==> config.mk <==
export PLATFORM = sky130hd
export DESIGN_NAME = imem_arbiter
export DESIGN_NICKNAME = d
export VERILOG_FILES = /design/src/rtl/imem_arbiter.sv
export SDC_FILE = /design/constraint.sdc
export NUM_CORES = 1
export LEC_CHECK = 0
export CORE_AREA = 3 3 78 117
export DETAILED_ROUTE_END_ITERATION = 12
export DIE_AREA = 0 0 81 120
export PLACE_DENSITY = 0.79
export SLEW_MARGIN = 20
export SYNTH_ARGS = -nofsm -noshare
export SYNTH_HDL_FRONTEND = slang
export SYNTH_SLANG_ARGS = --single-unit
==> constraint.sdc <==
create_clock -name clk -period 1.9 [get_ports clk]
set_input_delay 0.38 -clock clk [delete_from_list [all_inputs] [get_ports clk]]
set_output_delay 0.38 -clock clk [all_outputs]
set_load 0.005 [all_outputs]
==> src/rtl/imem_arbiter.sv <==
// imem_arbiter
// Shares the single port of a word-addressed instruction memory between the
// core fetch path (read) and a program loader (write). Byte addresses are
// turned into word indices. Misaligned or out-of-range accesses are granted
// and consumed but never reach the memory; they are answered with an error flag.
// Fetch wins conflicts, but a saturating starvation counter forces one loader
// grant after STARVE_LIMIT consecutive denials. Responses are registered and
// appear one cycle after the grant.

module imem_arbiter #(
  parameter int unsigned ADDR_INS_WIDTH = 32,
  parameter int unsigned MEMORY_WIDTH   = 32,
  parameter int unsigned MEMORY_HEIGHT  = 512,
  parameter int unsigned STARVE_LIMIT   = 4,
  localparam int unsigned IDX_W         = $clog2(MEMORY_HEIGHT),
  localparam int unsigned CNT_W         = $clog2(STARVE_LIMIT + 1)
) (
  input  logic                      clk,
  input  logic                      rst_n,

  // Fetch requester (read-only)
  input  logic                      fetch_req,
  input  logic [ADDR_INS_WIDTH-1:0] fetch_addr,
  output logic                      fetch_gnt,
  output logic                      fetch_rvalid,
  output logic [MEMORY_WIDTH-1:0]   fetch_rdata,
  output logic                      fetch_err,

  // Loader requester (write-only)
  input  logic                      load_req,
  input  logic [ADDR_INS_WIDTH-1:0] load_addr,
  input  logic [MEMORY_WIDTH-1:0]   load_wdata,
  output logic                      load_gnt,
  output logic                      load_ack,
  output logic                      load_err,

  // Memory port
  output logic                      mem_en,
  output logic                      mem_we,
  output logic [IDX_W-1:0]          mem_index,
  output logic [MEMORY_WIDTH-1:0]   mem_wdata,
  input  logic [MEMORY_WIDTH-1:0]   mem_rdata,

  // Debug: owner of the port in the previous cycle (0 idle, 1 fetch, 2 load)
  output logic [1:0]                owner_state
);

  // Returned in place of an instruction for a rejected fetch (addi x0,x0,0).
  localparam logic [MEMORY_WIDTH-1:0] NOP_INSN = MEMORY_WIDTH'(32'h0000_0013);
  localparam logic [CNT_W-1:0]        STARVE_MAX = CNT_W'(STARVE_LIMIT);

  typedef enum logic [1:0] {
    IDLE  = 2'd0,
    FETCH = 2'd1,
    LOAD  = 2'd2
  } owner_e;

  owner_e state_q, state_d;

  logic [CNT_W-1:0]        starve_q, starve_d;

  logic                    fetch_rvalid_q, fetch_rvalid_d;
  logic                    fetch_err_q, fetch_err_d;
  logic [MEMORY_WIDTH-1:0] fetch_rdata_q, fetch_rdata_d;
  logic                    load_ack_q, load_ack_d;
  logic                    load_err_q, load_err_d;

  logic                    load_wins;
  logic                    fetch_inv, load_inv;
  logic [IDX_W-1:0]        fetch_idx, load_idx;

  // An address is unusable if it is not word aligned or lies past the last word.
  function automatic logic addr_invalid(input logic [ADDR_INS_WIDTH-1:0] a);
    return (a[1:0] != 2'b00) || (a[ADDR_INS_WIDTH-1:IDX_W+2] != '0);
  endfunction

  assign fetch_inv = addr_invalid(fetch_addr);
  assign load_inv  = addr_invalid(load_addr);
  assign fetch_idx = fetch_addr[IDX_W+1:2];
  assign load_idx  = load_addr[IDX_W+1:2];

  // Arbitration: fetch has priority unless the loader has waited the maximum.
  // Reset gates both grants so nothing is consumed or written while rst_n=0.
  always_comb begin
    load_wins = load_req && (!fetch_req || (starve_q == STARVE_MAX));
    load_gnt  = rst_n && load_wins;
    fetch_gnt = rst_n && fetch_req && !load_wins;
  end

  // Starvation counter: counts consecutive denied loader cycles, saturating.
  always_comb begin
    starve_d = '0;
    if (load_req && !load_gnt) begin
      starve_d = (starve_q == STARVE_MAX) ? starve_q : starve_q + CNT_W'(1);
    end
  end

  // Owner FSM next state plus memory port drive. Idle and rejected accesses
  // leave the port disabled with index and data parked at zero.
  // NOTE: every output of this block gets a default first so that no path
  // leaves a value unassigned, which would otherwise infer a latch.
  always_comb begin
    state_d   = IDLE;
    mem_en    = 1'b0;
    mem_we    = 1'b0;
    mem_index = '0;
    mem_wdata = '0;
    if (fetch_gnt) begin
      state_d = FETCH;
      if (!fetch_inv) begin
        mem_en    = 1'b1;
        mem_index = fetch_idx;
      end
    end else if (load_gnt) begin
      state_d = LOAD;
      if (!load_inv) begin
        mem_en    = 1'b1;
        mem_we    = 1'b1;
        mem_index = load_idx;
        mem_wdata = load_wdata;
      end
    end
  end

  // Response next-state: every grant produces exactly one response next cycle.
  // The instruction register keeps its last value when there is no fetch grant.
  always_comb begin
    fetch_rvalid_d = fetch_gnt;
    fetch_err_d    = fetch_gnt && fetch_inv;
    fetch_rdata_d  = fetch_rdata_q;
    if (fetch_gnt) begin
      fetch_rdata_d = fetch_inv ? NOP_INSN : mem_rdata;
    end
    load_ack_d = load_gnt;
    load_err_d = load_gnt && load_inv;
  end

  // Owner FSM state register.
  // NOTE: sequential state uses non-blocking assignments so every register
  // samples its pre-edge inputs regardless of block evaluation order.
  always_ff @(posedge clk or negedge rst_n) begin
    if (!rst_n) begin
      state_q <= IDLE;
    end else begin
      state_q <= state_d;
    end
  end

  // Starvation counter and response registers; reset discards any response
  // pending from a grant in the cycle before reset.
  always_ff @(posedge clk or negedge rst_n) begin
    if (!rst_n) begin
      starve_q       <= '0;
      fetch_rvalid_q <= 1'b0;
      fetch_err_q    <= 1'b0;
      fetch_rdata_q  <= '0;
      load_ack_q     <= 1'b0;
      load_err_q     <= 1'b0;
    end else begin
      starve_q       <= starve_d;
      fetch_rvalid_q <= fetch_rvalid_d;
      fetch_err_q    <= fetch_err_d;
      fetch_rdata_q  <= fetch_rdata_d;
      load_ack_q     <= load_ack_d;
      load_err_q     <= load_err_d;
    end
  end

  assign fetch_rvalid = fetch_rvalid_q;
  assign fetch_err    = fetch_err_q;
  assign fetch_rdata  = fetch_rdata_q;
  assign load_ack     = load_ack_q;
  assign load_err     = load_err_q;
  assign owner_state  = state_q;

endmodule

==> impl_results.html <==
<table>
<tr><th>Metric</th><th>Value</th></tr>
<tr><th colspan="2">Timing</th></tr>
<tr><td>Actual slew at the worst max-slew pin</td><td>0.390 ns</td></tr>
<tr><td>Largest clock skew in the final design</td><td>0.00481 ns</td></tr>
<tr><td>Final number of max-transition violations</td><td>0</td></tr>
<tr><td>Time the final worst path needs with I/O delays and setup</td><td>2.29 ns</td></tr>
<tr><td>Unrepaired setup endpoints after global routing</td><td>yes</td></tr>
<tr><td># setup viols final</td><td>45</td></tr>
<tr><td>Smallest setup slack after layout</td><td>-0.387 ns</td></tr>
<tr><td>Max Freq</td><td>437 MHz</td></tr>
<tr><td>Fin crit share</td><td>120%</td></tr>
<tr><td>Fin. Hold Viols</td><td>0</td></tr>
<tr><td>Rel. slew slack</td><td>74.0%</td></tr>
<tr><th colspan="2">Floorplan</th></tr>
<tr><td>Effective utilization at floorplan</td><td>32.1%</td></tr>
<tr><td>Area of the core</td><td>8310 um2</td></tr>
<tr><td>Total Die Area</td><td>9720 um2</td></tr>
<tr><td>Die outline height</td><td>120 um</td></tr>
<tr><td># rows</td><td>41</td></tr>
<tr><td>Horizontal extent of the die</td><td>81 um</td></tr>
<tr><td>Boundary Pins</td><td>215</td></tr>
<tr><th colspan="2">CTS</th></tr>
<tr><td>Number of levels the H-tree was split into</td><td>2</td></tr>
<tr><td>Hold-fix buffers, CTS</td><td>0</td></tr>
<tr><td>Register clock-pin slew on the reported worst setup and hold paths</td><td>0.06 ns</td></tr>
<tr><td>Number of buffers on the longest clock path</td><td>2</td></tr>
<tr><td>TritonCTS buffer count</td><td>5</td></tr>
<tr><td>Cell at the root of the clock tree</td><td>clkbuf_16</td></tr>
<tr><td>Clock tree from TritonCTS</td><td>yes</td></tr>
<tr><td>Sinks on Clock Net</td><td>40</td></tr>
<tr><td>Later-pin clock latency in the skew report</td><td>0.28 ns</td></tr>
<tr><th colspan="2">Setup path</th></tr>
<tr><td>Required arrival time at the worst endpoint</td><td>1.52 ns</td></tr>
<tr><td>Setup slack of the most critical reg-to-reg path</td><td>0.18 ns</td></tr>
<tr><td>Endpoint kind of the worst setup timing path</td><td>primary output</td></tr>
<tr><td>Cell type of the slowest stage on the worst timing path</td><td>dfrtp_1</td></tr>
<tr><td>Maximum fanout encountered on the critical timing path</td><td>4</td></tr>
<tr><td>Cell repeated most along the worst path</td><td>buf_6</td></tr>
<tr><td>Arrival time reported for the critical path endpoint</td><td>1.91 ns</td></tr>
<tr><td>Largest stage delay on the critical path</td><td>0.39 ns</td></tr>
<tr><td>Critical Path Source Type</td><td>register</td></tr>
<tr><td>Worst setup path category</td><td>reg -&gt; out</td></tr>
<tr><td>Critical Path, Cell by Cell</td><td>inv_2, ha_4, a21bo_4, nand4b_1, buf_6, buf_6, buf_6, nor4b_4, buf_2</td></tr>
<tr><th colspan="2">Synth</th></tr>
<tr><td>Share of the yosys chip area belonging to registers</td><td>37.5%</td></tr>
<tr><td>Post-synthesis sequential element count</td><td>40</td></tr>
<tr><td>Gate count after technology mapping</td><td>312</td></tr>
<tr><td>Synthesized Nets</td><td>446</td></tr>
<tr><td>Cell area after synthesis</td><td>2670 um2</td></tr>
<tr><td>Post-Syn Area per Cell</td><td>8.56 um2</td></tr>
<tr><td>Post-synthesis cell type with the largest combined area</td><td>dfrtp_1</td></tr>
<tr><td>Number of warnings printed during yosys synthesis</td><td>0</td></tr>
<tr><td>Leading cell types by total area after synthesis</td><td>dfrtp_1 (37%), inv_1 (9.1%), nor3_1 (6.7%), o41ai_1 (6.2%), o32ai_2 (6.1%)</td></tr>
<tr><td>Unique cell type count in the Yosys netlist</td><td>32</td></tr>
<tr><td>Top-area cell type share of the netlist area</td><td>37.5%</td></tr>
<tr><th colspan="2">Status</th></tr>
<tr><td>Violations in the final reports</td><td>setup timing</td></tr>
<tr><td>Outcome</td><td>finished with violations</td></tr>
<tr><th colspan="2">Place</th></tr>
<tr><td>Detailed placement HPWL</td><td>9.44 mm</td></tr>
<tr><td>Global placement routability congestion</td><td>0.801</td></tr>
<tr><td>Instance area after placement</td><td>5210 um2</td></tr>
<tr><td>Count of input and output buffers</td><td>214</td></tr>
<tr><th colspan="2">Finish</th></tr>
<tr><td>Utilization after layout</td><td>70.9%</td></tr>
<tr><td>Area growth from synthesis to layout</td><td>121%</td></tr>
<tr><td>Final design area excluding fillers</td><td>5890 um2</td></tr>
<tr><td>Layout cell share with drive strength beyond 1</td><td>39.8%</td></tr>
<tr><td>Diodes inserted</td><td>0</td></tr>
<tr><td>Number of nets in the layout</td><td>709</td></tr>
<tr><td>Filler cells</td><td>640</td></tr>
<tr><th colspan="2">Routing</th></tr>
<tr><td>Met2 wire length</td><td>6.74 mm</td></tr>
<tr><td>First-pass DRT Iterations</td><td>4</td></tr>
<tr><td>Routed length on met1</td><td>4.46 mm</td></tr>
<tr><td>Total Wirelength</td><td>12.7 mm</td></tr>
<tr><td>Post-DR vias/cell</td><td>5.16</td></tr>
<tr><td>Post-route ant nets</td><td>0</td></tr>
<tr><td>Iteration-0 DRC count of the detailed router</td><td>131</td></tr>
<tr><td>Top routing layer used</td><td>met4</td></tr>
<tr><td>Detail-routed net length per standard cell</td><td>18.7 um</td></tr>
<tr><td>Count of unresolved DRC violations after routing</td><td>0</td></tr>
<tr><td>Routed via count</td><td>3524</td></tr>
<tr><td>Sum of met3 wire segment lengths after detailed routing</td><td>1.35 mm</td></tr>
<tr><th colspan="2">Run</th></tr>
<tr><td>Max-cap violation count</td><td>0</td></tr>
<tr><th colspan="2">GRT</th></tr>
<tr><td>Total Routing Usage GR</td><td>25.1%</td></tr>
<tr><td>Leftover overflow at the end of global routing</td><td>0</td></tr>
<tr><td>Largest net degree at the start of global routing</td><td>33</td></tr>
<tr><td>Vias in the first global route</td><td>3664</td></tr>
<tr><td>Initial antenna violation count</td><td>0</td></tr>
<tr><td>Global-route wire length before repair</td><td>18.7 mm</td></tr>
<tr><th colspan="2">Power</th></tr>
<tr><td>Power density normalized to cell area</td><td>409 nW/um2</td></tr>
<tr><td>Leakage</td><td>2.73 nW</td></tr>
<tr><td>VDD IR max</td><td>393 uV</td></tr>
<tr><th colspan="2">Hold path</th></tr>
<tr><td>Worst hold path class</td><td>in -&gt; async</td></tr>
</table>
what timing repair did:
action	CTS	global route
pin swaps	29	9
endpoints found under the hold margin	0	0
gates resized for setup	371	30
setup endpoints to repair	48	45
setup buffers	22	5
gates cloned	5	1
kinds of logic after synthesis:
family | share of synthesized area, %
buffers and inverters | 14.5
flip-flops | 37.5
AND/OR/NAND/NOR | 20.0
adder cells (fa/ha/maj) | 0.937
multiplexers | 0.422
AO/OA/AOI/OAI | 26.4
XOR/XNOR | 0.328
metal layers:
layer	vias up	track usage (%)
met5	-	0
li1	1650	-
met3	16	8.33
met1	1665	26.9
met2	193	46.0
met4	0	6.34
final timing paths:
path	endpoint	startpoint	depth (start not counted)
worst max-delay path	mem_wdata[31]	starve_q[1]	9
worst min-delay path	load_err	rst_n	2
worst max register to register	fetch_rdata[27]	starve_q[1]	8
worst min register to register	fetch_rdata[26]	fetch_rdata[26]	2
max in group asynchronous	fetch_rdata[9]	rst_n	2
min in group clk	fetch_rdata[26]	fetch_rdata[26]	2
metrics by stage:
stage	TNS, ns	hold slack, ns	instances	total power (W)	setup WS, ns
after global routing	-15.70	0.0668	683	0.00250	-0.488
after CTS	-10.55	0.0592	678	0.00239	-0.331
after global placement	-41.23	0.332	646	0.00137	-0.880
after floorplan	0	0.0844	312	0.000998	0.116
after detailed placement	-42.71	0.350	646	0.00138	-0.920
final	-11.45	0.0661	683	0.00241	-0.387
state kept, by name, summed over array words and instances (netlist names):
| name | flops |
|---|---|
| fetch_rdata | 32 |
| owner_state | 2 |
| starve_q | 3 |
| load_ack | 1 |
| load_err | 1 |
| fetch_err | 1 |
cell usage after synthesis, drive strengths merged:
cell type,number
nor4b,1
o41ai,29
o2111a,1
ha,2
o32ai,10
clkbuf,20
nor4,10
nor3,36
xnor2,1
inv,65
nand3b,1
and2,2
and4,1
nand2,6
nand3,11
a21oi,4
a31oi,3
o21ai,29
nand4b,1
nand4,11
buf,12
and3,12
nor2,1
o21a,1
a21bo,1
mux2,1
dfrtp,40
power breakdown:
part	internal (W)	total (W)	switching [W]	leakage, nW
clock network	0.000624	0.000984	0.000360	0.0804
logic	0.000333	0.000559	0.000227	2.11
registers	0.000863	0.000869	0.00000688	0.538
total	0.00182	0.00241	0.000593	2.73
worst max-delay path: cells and delay by family (launching register included):
family,cells,cell delay [ns]
flops,1,0.39
fa+ha+maj,1,0.13
buf+inv,5,0.65
simple gates,2,0.32
compound gates,1,0.12
cell usage in the layout, fill, tap and decap left out, drive strengths merged, types with 2 or more instances in the layout:
cell | synthesis | final
o32ai | 10 | 10
dfrtp | 40 | 40
dlygate4sd2 | 0 | 16
inv | 65 | 66
a21oi | 4 | 4
o41ai | 29 | 29
clkdlybuf4s15 | 0 | 14
nand4 | 11 | 11
buf | 12 | 134
and3 | 12 | 12
nor3 | 36 | 36
and2 | 2 | 2
nand3 | 11 | 11
ha | 2 | 2
o21ai | 29 | 29
clkdlybuf4s50 | 0 | 120
clkbuf | 20 | 8
a31oi | 3 | 3
nor4 | 10 | 10
nand2 | 6 | 6
layout make-up:
type | instances | area (um2) | share of cell area [%]
repair buffers | 288 | 2630 | 44.6
multi-input cells | 175 | 1720 | 29.1
flip-flops and latches | 40 | 1000 | 17.0
inverters | 65 | 246 | 4.18
well taps | 107 | 134 | 2.27
clock buffers | 5 | 125 | 2.12
clock inverters | 3 | 46.3 | 0.785
No activity file was read; power rests on OpenSTA's default activity.
